--- src/rtl/memory_32_4_fifo_ctrl.sv ---
`default_nettype none
// ============================================================================
// Module      : memory_32_4_fifo_ctrl
// Description : Stream FIFO controller in front of an external 16 x 32-bit
//               memory with a 2-cycle registered read. Pushed words go to
//               the memory write port. They are read back in order into a
//               3-entry output buffer that drives the read stream.
// Ports       : clk            - rising-edge clock
//               reset          - synchronous, active-low reset
//               in_vld/in_data/in_rdy    - write stream (push on vld & rdy)
//               out_vld/out_data/out_rdy - read stream (pop on vld & rdy)
//               m_wr_vld/m_wr_address/m_wr_data - registered memory write
//               m_rd_address   - memory read address (combinational rd_ptr)
//               m_rd_data      - memory read data, 2 cycles after address
//               level          - stored + in-flight + buffered words (0..19)
// Revision    : 1.0 - initial release
// ============================================================================
module memory_32_4_fifo_ctrl (
    input  logic        clk,
    input  logic        reset,
    input  logic        in_vld,
    input  logic [31:0] in_data,
    output logic        in_rdy,
    output logic        out_vld,
    output logic [31:0] out_data,
    input  logic        out_rdy,
    output logic        m_wr_vld,
    output logic [3:0]  m_wr_address,
    output logic [31:0] m_wr_data,
    output logic [3:0]  m_rd_address,
    input  logic [31:0] m_rd_data,
    output logic [4:0]  level
);

    localparam logic [4:0] C_MEM_DEPTH  = 5'd16;
    localparam logic [2:0] C_OBUF_DEPTH = 3'd3;

    // Memory-side state
    logic [3:0]  r_wr_ptr;
    logic [3:0]  r_rd_ptr;
    logic [4:0]  r_stored;     // pushed but not yet read-issued
    logic        r_wr_vld;
    logic [3:0]  r_wr_addr;
    logic [31:0] r_wr_data;

    // Read pipeline: bit 0 = issued last cycle, bit 1 = data arrives this cycle
    logic [1:0]  r_infl;

    // Output buffer, circular over three entries
    logic [31:0] r_obuf [0:2];
    logic [1:0]  r_ob_wr;
    logic [1:0]  r_ob_rd;
    logic [1:0]  r_ob_cnt;

    logic        w_push;
    logic        w_pop;
    logic        w_eligible;
    logic [2:0]  w_outstanding;
    logic [2:0]  w_credit_used;
    logic        w_issue;

    function automatic logic [1:0] f_inc3(input logic [1:0] p);
        return (p == 2'd2) ? 2'd0 : p + 2'd1;
    endfunction

    assign in_rdy  = reset && (r_stored < C_MEM_DEPTH);
    assign out_vld = (r_ob_cnt != 2'd0);
    assign out_data = r_obuf[r_ob_rd];

    assign w_push = in_vld && in_rdy;
    assign w_pop  = out_vld && out_rdy;

    // A word pushed last cycle is being written right now (r_wr_vld), so it
    // is still counted in r_stored but cannot be read yet.
    assign w_eligible = (r_stored > {4'd0, r_wr_vld});

    // Every read in flight owns an output-buffer slot. A pop this cycle frees
    // a slot at the same edge, so it is credited back immediately; without
    // this, a full-rate stream would stall every fourth cycle.
    assign w_outstanding = {1'b0, r_ob_cnt} + {2'd0, r_infl[0]} + {2'd0, r_infl[1]};
    assign w_credit_used = w_outstanding - {2'd0, w_pop};
    assign w_issue = reset && w_eligible && (w_credit_used < C_OBUF_DEPTH);

    assign m_rd_address = r_rd_ptr;
    assign m_wr_vld     = r_wr_vld;
    assign m_wr_address = r_wr_addr;
    assign m_wr_data    = r_wr_data;

    assign level = r_stored + {3'd0, r_ob_cnt} + {4'd0, r_infl[0]} + {4'd0, r_infl[1]};

    always_ff @(posedge clk) begin
        if (!reset) begin
            r_wr_ptr  <= 4'd0;
            r_rd_ptr  <= 4'd0;
            r_stored  <= 5'd0;
            r_wr_vld  <= 1'b0;
            r_wr_addr <= 4'd0;
            r_wr_data <= 32'd0;
            r_infl    <= 2'b00;
            r_ob_wr   <= 2'd0;
            r_ob_rd   <= 2'd0;
            r_ob_cnt  <= 2'd0;
        end else begin
            r_wr_vld <= w_push;
            if (w_push) begin
                r_wr_addr <= r_wr_ptr;
                r_wr_data <= in_data;
                r_wr_ptr  <= r_wr_ptr + 4'd1;
            end
            if (w_issue) begin
                r_rd_ptr <= r_rd_ptr + 4'd1;
            end
            r_stored <= r_stored + {4'd0, w_push} - {4'd0, w_issue};
            r_infl   <= {r_infl[0], w_issue};
            if (r_infl[1]) begin
                r_ob_wr <= f_inc3(r_ob_wr);
            end
            if (w_pop) begin
                r_ob_rd <= f_inc3(r_ob_rd);
            end
            r_ob_cnt <= r_ob_cnt + {1'b0, r_infl[1]} - {1'b0, w_pop};
        end
    end

    // Buffer storage needs no reset: the counters alone decide what is valid,
    // so data returning across a reset lands in a slot that is never read.
    always_ff @(posedge clk) begin
        if (r_infl[1]) begin
            r_obuf[r_ob_wr] <= m_rd_data;
        end
    end

endmodule
`default_nettype wire

--- config.mk ---
export PLATFORM = sky130hd
export DESIGN_NAME = memory_32_4_fifo_ctrl
export DESIGN_NICKNAME = d
export VERILOG_FILES = /design/src/rtl/memory_32_4_fifo_ctrl.sv
export SDC_FILE = /design/constraint.sdc
export NUM_CORES = 1
export LEC_CHECK = 0
export CORE_MARGIN = 1.5
export CORE_UTILIZATION = 53
export CTS_CLUSTER_SIZE = 8
export DETAILED_ROUTE_END_ITERATION = 8
export GPL_ROUTABILITY_DRIVEN = 0
export PLACE_DENSITY_LB_ADDON = 0.3
export SYNTH_ARGS = -nofsm -noshare
export SYNTH_HDL_FRONTEND = slang
export SYNTH_SLANG_ARGS = --single-unit
--- constraint.sdc ---
create_clock -name clk -period 8.45 [get_ports clk]
set_input_delay 0.845 -clock clk [delete_from_list [all_inputs] [get_ports clk]]
set_output_delay 0.845 -clock clk [all_outputs]
set_load 0.02 [all_outputs]
==> parameters.txt <==
Parameter                              Value

Finish
  Area growth, synth to finish    35.1%
  Number of fillers in the final layout    771
  Most common cell after layout, fill and taps aside    sky130_fd_sc_hd__clkdlybuf4s50_1
  Number of nets in the finished design    744
  Finished layout cell area    0.00829 mm2
  Leading cell types in the layout, fill and taps excluded    147 x sky130_fd_sc_hd__clkdlybuf4s50_1, 110 x sky130_fd_sc_hd__nand2_1, 96 x sky130_fd_sc_hd__edfxtp_1
  Share of layout cells above drive strength 1    6.02%
  Total inserted antenna cells    0

STA
  RSZ-0062 raised after global routing    no
  Tightest slew margin relative to the limit    27.3%
  Maximum clock rate    228 MHz
  Final setup viols    0
  Transition time at the pin with the least slew margin    1090 ps
  Final max-slew violation count    0
  Summed negative setup slack over all endpoints    0 ps
  Worst hold slack after final layout    457 ps
  Final worst path period share    52.0%
  Hold violation total from the final report    0
  Final setup skew    5.61 ps
  Final min period    4390 ps

Power and ir drop
  Total leakage power    0.00290 uW
  Final total power    2410 uW
  Total power divided by cell area    291 mW/mm2
  Peak supply drop    0.000196 V

CTS
  CTS tree    yes
  Sink Count    156
  Buffer type at the clock tree root    sky130_fd_sc_hd__clkbuf_16
  Clock slew seen by the registers of the worst setup and hold paths    60 ps
  Clock Tree Buf Depth    2
  Clk Latency, worst-skew pair    400 ps
  Count of H-tree levels built during CTS    4
  Cts bufs inserted    17
  Post-CTS Hold Buffers    0
  Gates resized, CTS repair    0
  Post CTS Setup Buffer Count    0

Critical path
  Nature of the critical path startpoint    input port
  Type of the worst setup path    in -> reg
  Maximum fanout count along the critical path    10
  Cell family contributing the most delay on the critical path    adder cells
  Critical Path RT    8730 ps
  Kind of end point of the critical path    flip-flop
  CP max stage cell    sky130_fd_sc_hd__fa_1
  Worst-path cell chain    clkdlybuf4s50_1 > o21ai_0 > inv_1 > ha_1 > fa_1 > inv_1 > fa_1 > inv_1 > o21ai_1 > nor3_1 > ha_1 > inv_1 > ha_1 > inv_1 > fa_1 > o21bai_1 > a21oi_1 > xnor2_1 > nor2_1
  Biggest cell delay along the critical path    480 ps
  Most numerous cell on the critical path    sky130_fd_sc_hd__inv_1
  Arr. time, crit path    4670 ps
  Buf+Inv Stages, Crit Path    6

Synth
  Syn_nets    603
  Mapped Area    0.00613 mm2
  Number of warning messages in the yosys log    0
  Post-Syn Area per Cell    12.0 um2
  Top_reg_cell synth    sky130_fd_sc_hd__edfxtp_1
  Cell variety after synth    37
  Total of flip-flops plus latches after synthesis    156
  Proportion of register bits with asynchronous set or reset after synthesis    0%
  Portion of the post-synthesis area used by sequential elements    66.6%
  Post-synthesis cell count    511
  Number of enable flip-flop cells after synthesis    96

Job
  Max-Cap Viols    0

Floorplan
  Die H    111 um
  Core area    0.0114 mm2
  Row count    39
  Die Span X    111 um
  Starting density of the core    53.9%
  Num ports    148
  Area of the die    0.0122 mm2

Placed design
  Quantity of I/O buffers inserted on ports    147
  HPWL reported at the end of detailed placement    7790 um
  Post-detailed-placement cell area    0.00770 mm2

Detailed routing
  First-pass detailed-route iteration total    4
  Via total after detailed routing    4114
  Drt wl/cell    14.9 um
  Total DRC errors in the routed layout    0
  Detailed-route wire length    12100 um
  Via density per instance    5.09
  Remaining number of nets flagged by the antenna check after routing    0
  Initial detailed-routing violation count    230

GRT
  Vias in the first global route    4331
  Number of antenna violations at the first check in global routing    0
  GRT Overall Usage    20.6%
  Total overflow reported by the global router    0
  Largest net degree at the start of global routing    79
  Wire length of the first global-routing pass    20200 um

Outcome
  Status    completed

Hold path
  Hold Crit Class    reg -> reg
[flip-flops by register name (all words and copies together), names as in the netlist, named ones only]
| name | cells |
|---|---|
| r_ob_wr | 2 |
| r_infl | 2 |
| m_wr_data | 32 |
| r_ob_rd | 2 |
| m_wr_vld | 1 |
| r_ob_cnt | 2 |
| m_wr_address | 4 |
| m_rd_address | 4 |
| r_wr_ptr | 4 |
| r_stored | 5 |
| r_obuf | 96 |
[final timing paths]
| kind | from | endpoint | slack (ps) | cells past startpoint |
|---|---|---|---|---|
| worst max-delay path | out_rdy | r_stored[4] | 4060 | 19 |
| worst min-delay path | m_wr_address[1] | m_wr_address[1] | 460 | 2 |
| worst max register to register | r_ob_cnt[1] | r_stored[4] | 4300 | 18 |
| worst min register to register | m_wr_address[1] | m_wr_address[1] | 460 | 2 |
[metal layers]
| metal | global-route usage (%) | share of wire (%) | vias to the layer above |
|---|---|---|---|
| met5 | 0 | 0 | - |
| met4 | 6.50 | 1.2 | 0 |
| met3 | 7.24 | 7.4 | 15 |
| met2 | 34.9 | 49 | 127 |
| met1 | 24.7 | 43 | 1928 |
| li1 | - | - | 2044 |
[worst register-to-register path: cells and delay by family, from the launching register on]
family	cells	cell delay [ps]
adder cells (fa/ha/maj)	6	1850
flip-flops	1	350
XOR/XNOR	1	160
AND/OR/NAND/NOR	2	150
buffers and inverters	5	390
AO/OA/AOI/OAI	4	1140
[stage by stage]
step | setup slack (ps) | cells | util [%]
finish | 4060 | 808 | 72.9
detailed placement | 3710 | 776 | 67.8
global route | 3780 | 808 | 72.9
floorplan | 4500 | 511 | -
CTS | 4110 | 808 | 72.9
global placement | 3890 | 776 | 67.8
[cells in the mapped netlist, types with 2 or more instances]
library cell / instances / area, um2
sky130_fd_sc_hd__ha_1: 19 / 238
sky130_fd_sc_hd__inv_1: 25 / 93.8
sky130_fd_sc_hd__fa_1: 5 / 100
sky130_fd_sc_hd__xor2_1: 4 / 35.0
sky130_fd_sc_hd__dfxtp_1: 60 / 1200
sky130_fd_sc_hd__nor3_1: 4 / 20.0
sky130_fd_sc_hd__o21bai_1: 2 / 15.0
sky130_fd_sc_hd__and2_1: 2 / 12.5
sky130_fd_sc_hd__buf_2: 6 / 30.0
sky130_fd_sc_hd__o21ai_0: 72 / 360
sky130_fd_sc_hd__a21oi_1: 11 / 55.1
sky130_fd_sc_hd__edfxtp_1: 96 / 2880
sky130_fd_sc_hd__mux2i_1: 32 / 320
sky130_fd_sc_hd__buf_1: 2 / 7.51
sky130_fd_sc_hd__nor2_1: 15 / 56.3
sky130_fd_sc_hd__clkbuf_1: 18 / 67.6
sky130_fd_sc_hd__or3_2: 2 / 15.0
sky130_fd_sc_hd__xnor2_1: 8 / 70.1
sky130_fd_sc_hd__nand2_1: 110 / 413
[cells by family (layout without fill, tap and decap cells)]
family                     after synthesis  in the layout  synth area share (%)
AOI/OAI and AO/OA                       91             91                  7.77
xor gates and xnor gates                12             12                  1.71
adders and majority gates               24             24                  5.51
buffers and inverters                   53            207                  3.49
DFF                                    156            156                  66.6
muxes                                   32             32                  5.22
and+or+nand+nor                        143            143                  9.71
[power breakdown]
group / leakage [uW] / internal, uW / total, uW / switching, uW
clock network: 0.000291 / 456 / 731 / 275
registers: 0.00136 / 886 / 957 / 71.3
logic: 0.00125 / 346 / 723 / 378
[cell type report]
type	instances	area [um2]	share of cell area, %
multi-input combinational	302	1860	22.4
sequential	156	4090	49.3
inverter	26	97.6	1.18
clock buffer	26	523	6.31
tap	143	179	2.16
timing repair buffer	149	1490	17.9
clock inverter	6	58.8	0.710
Power figures use the tool's default switching activity.
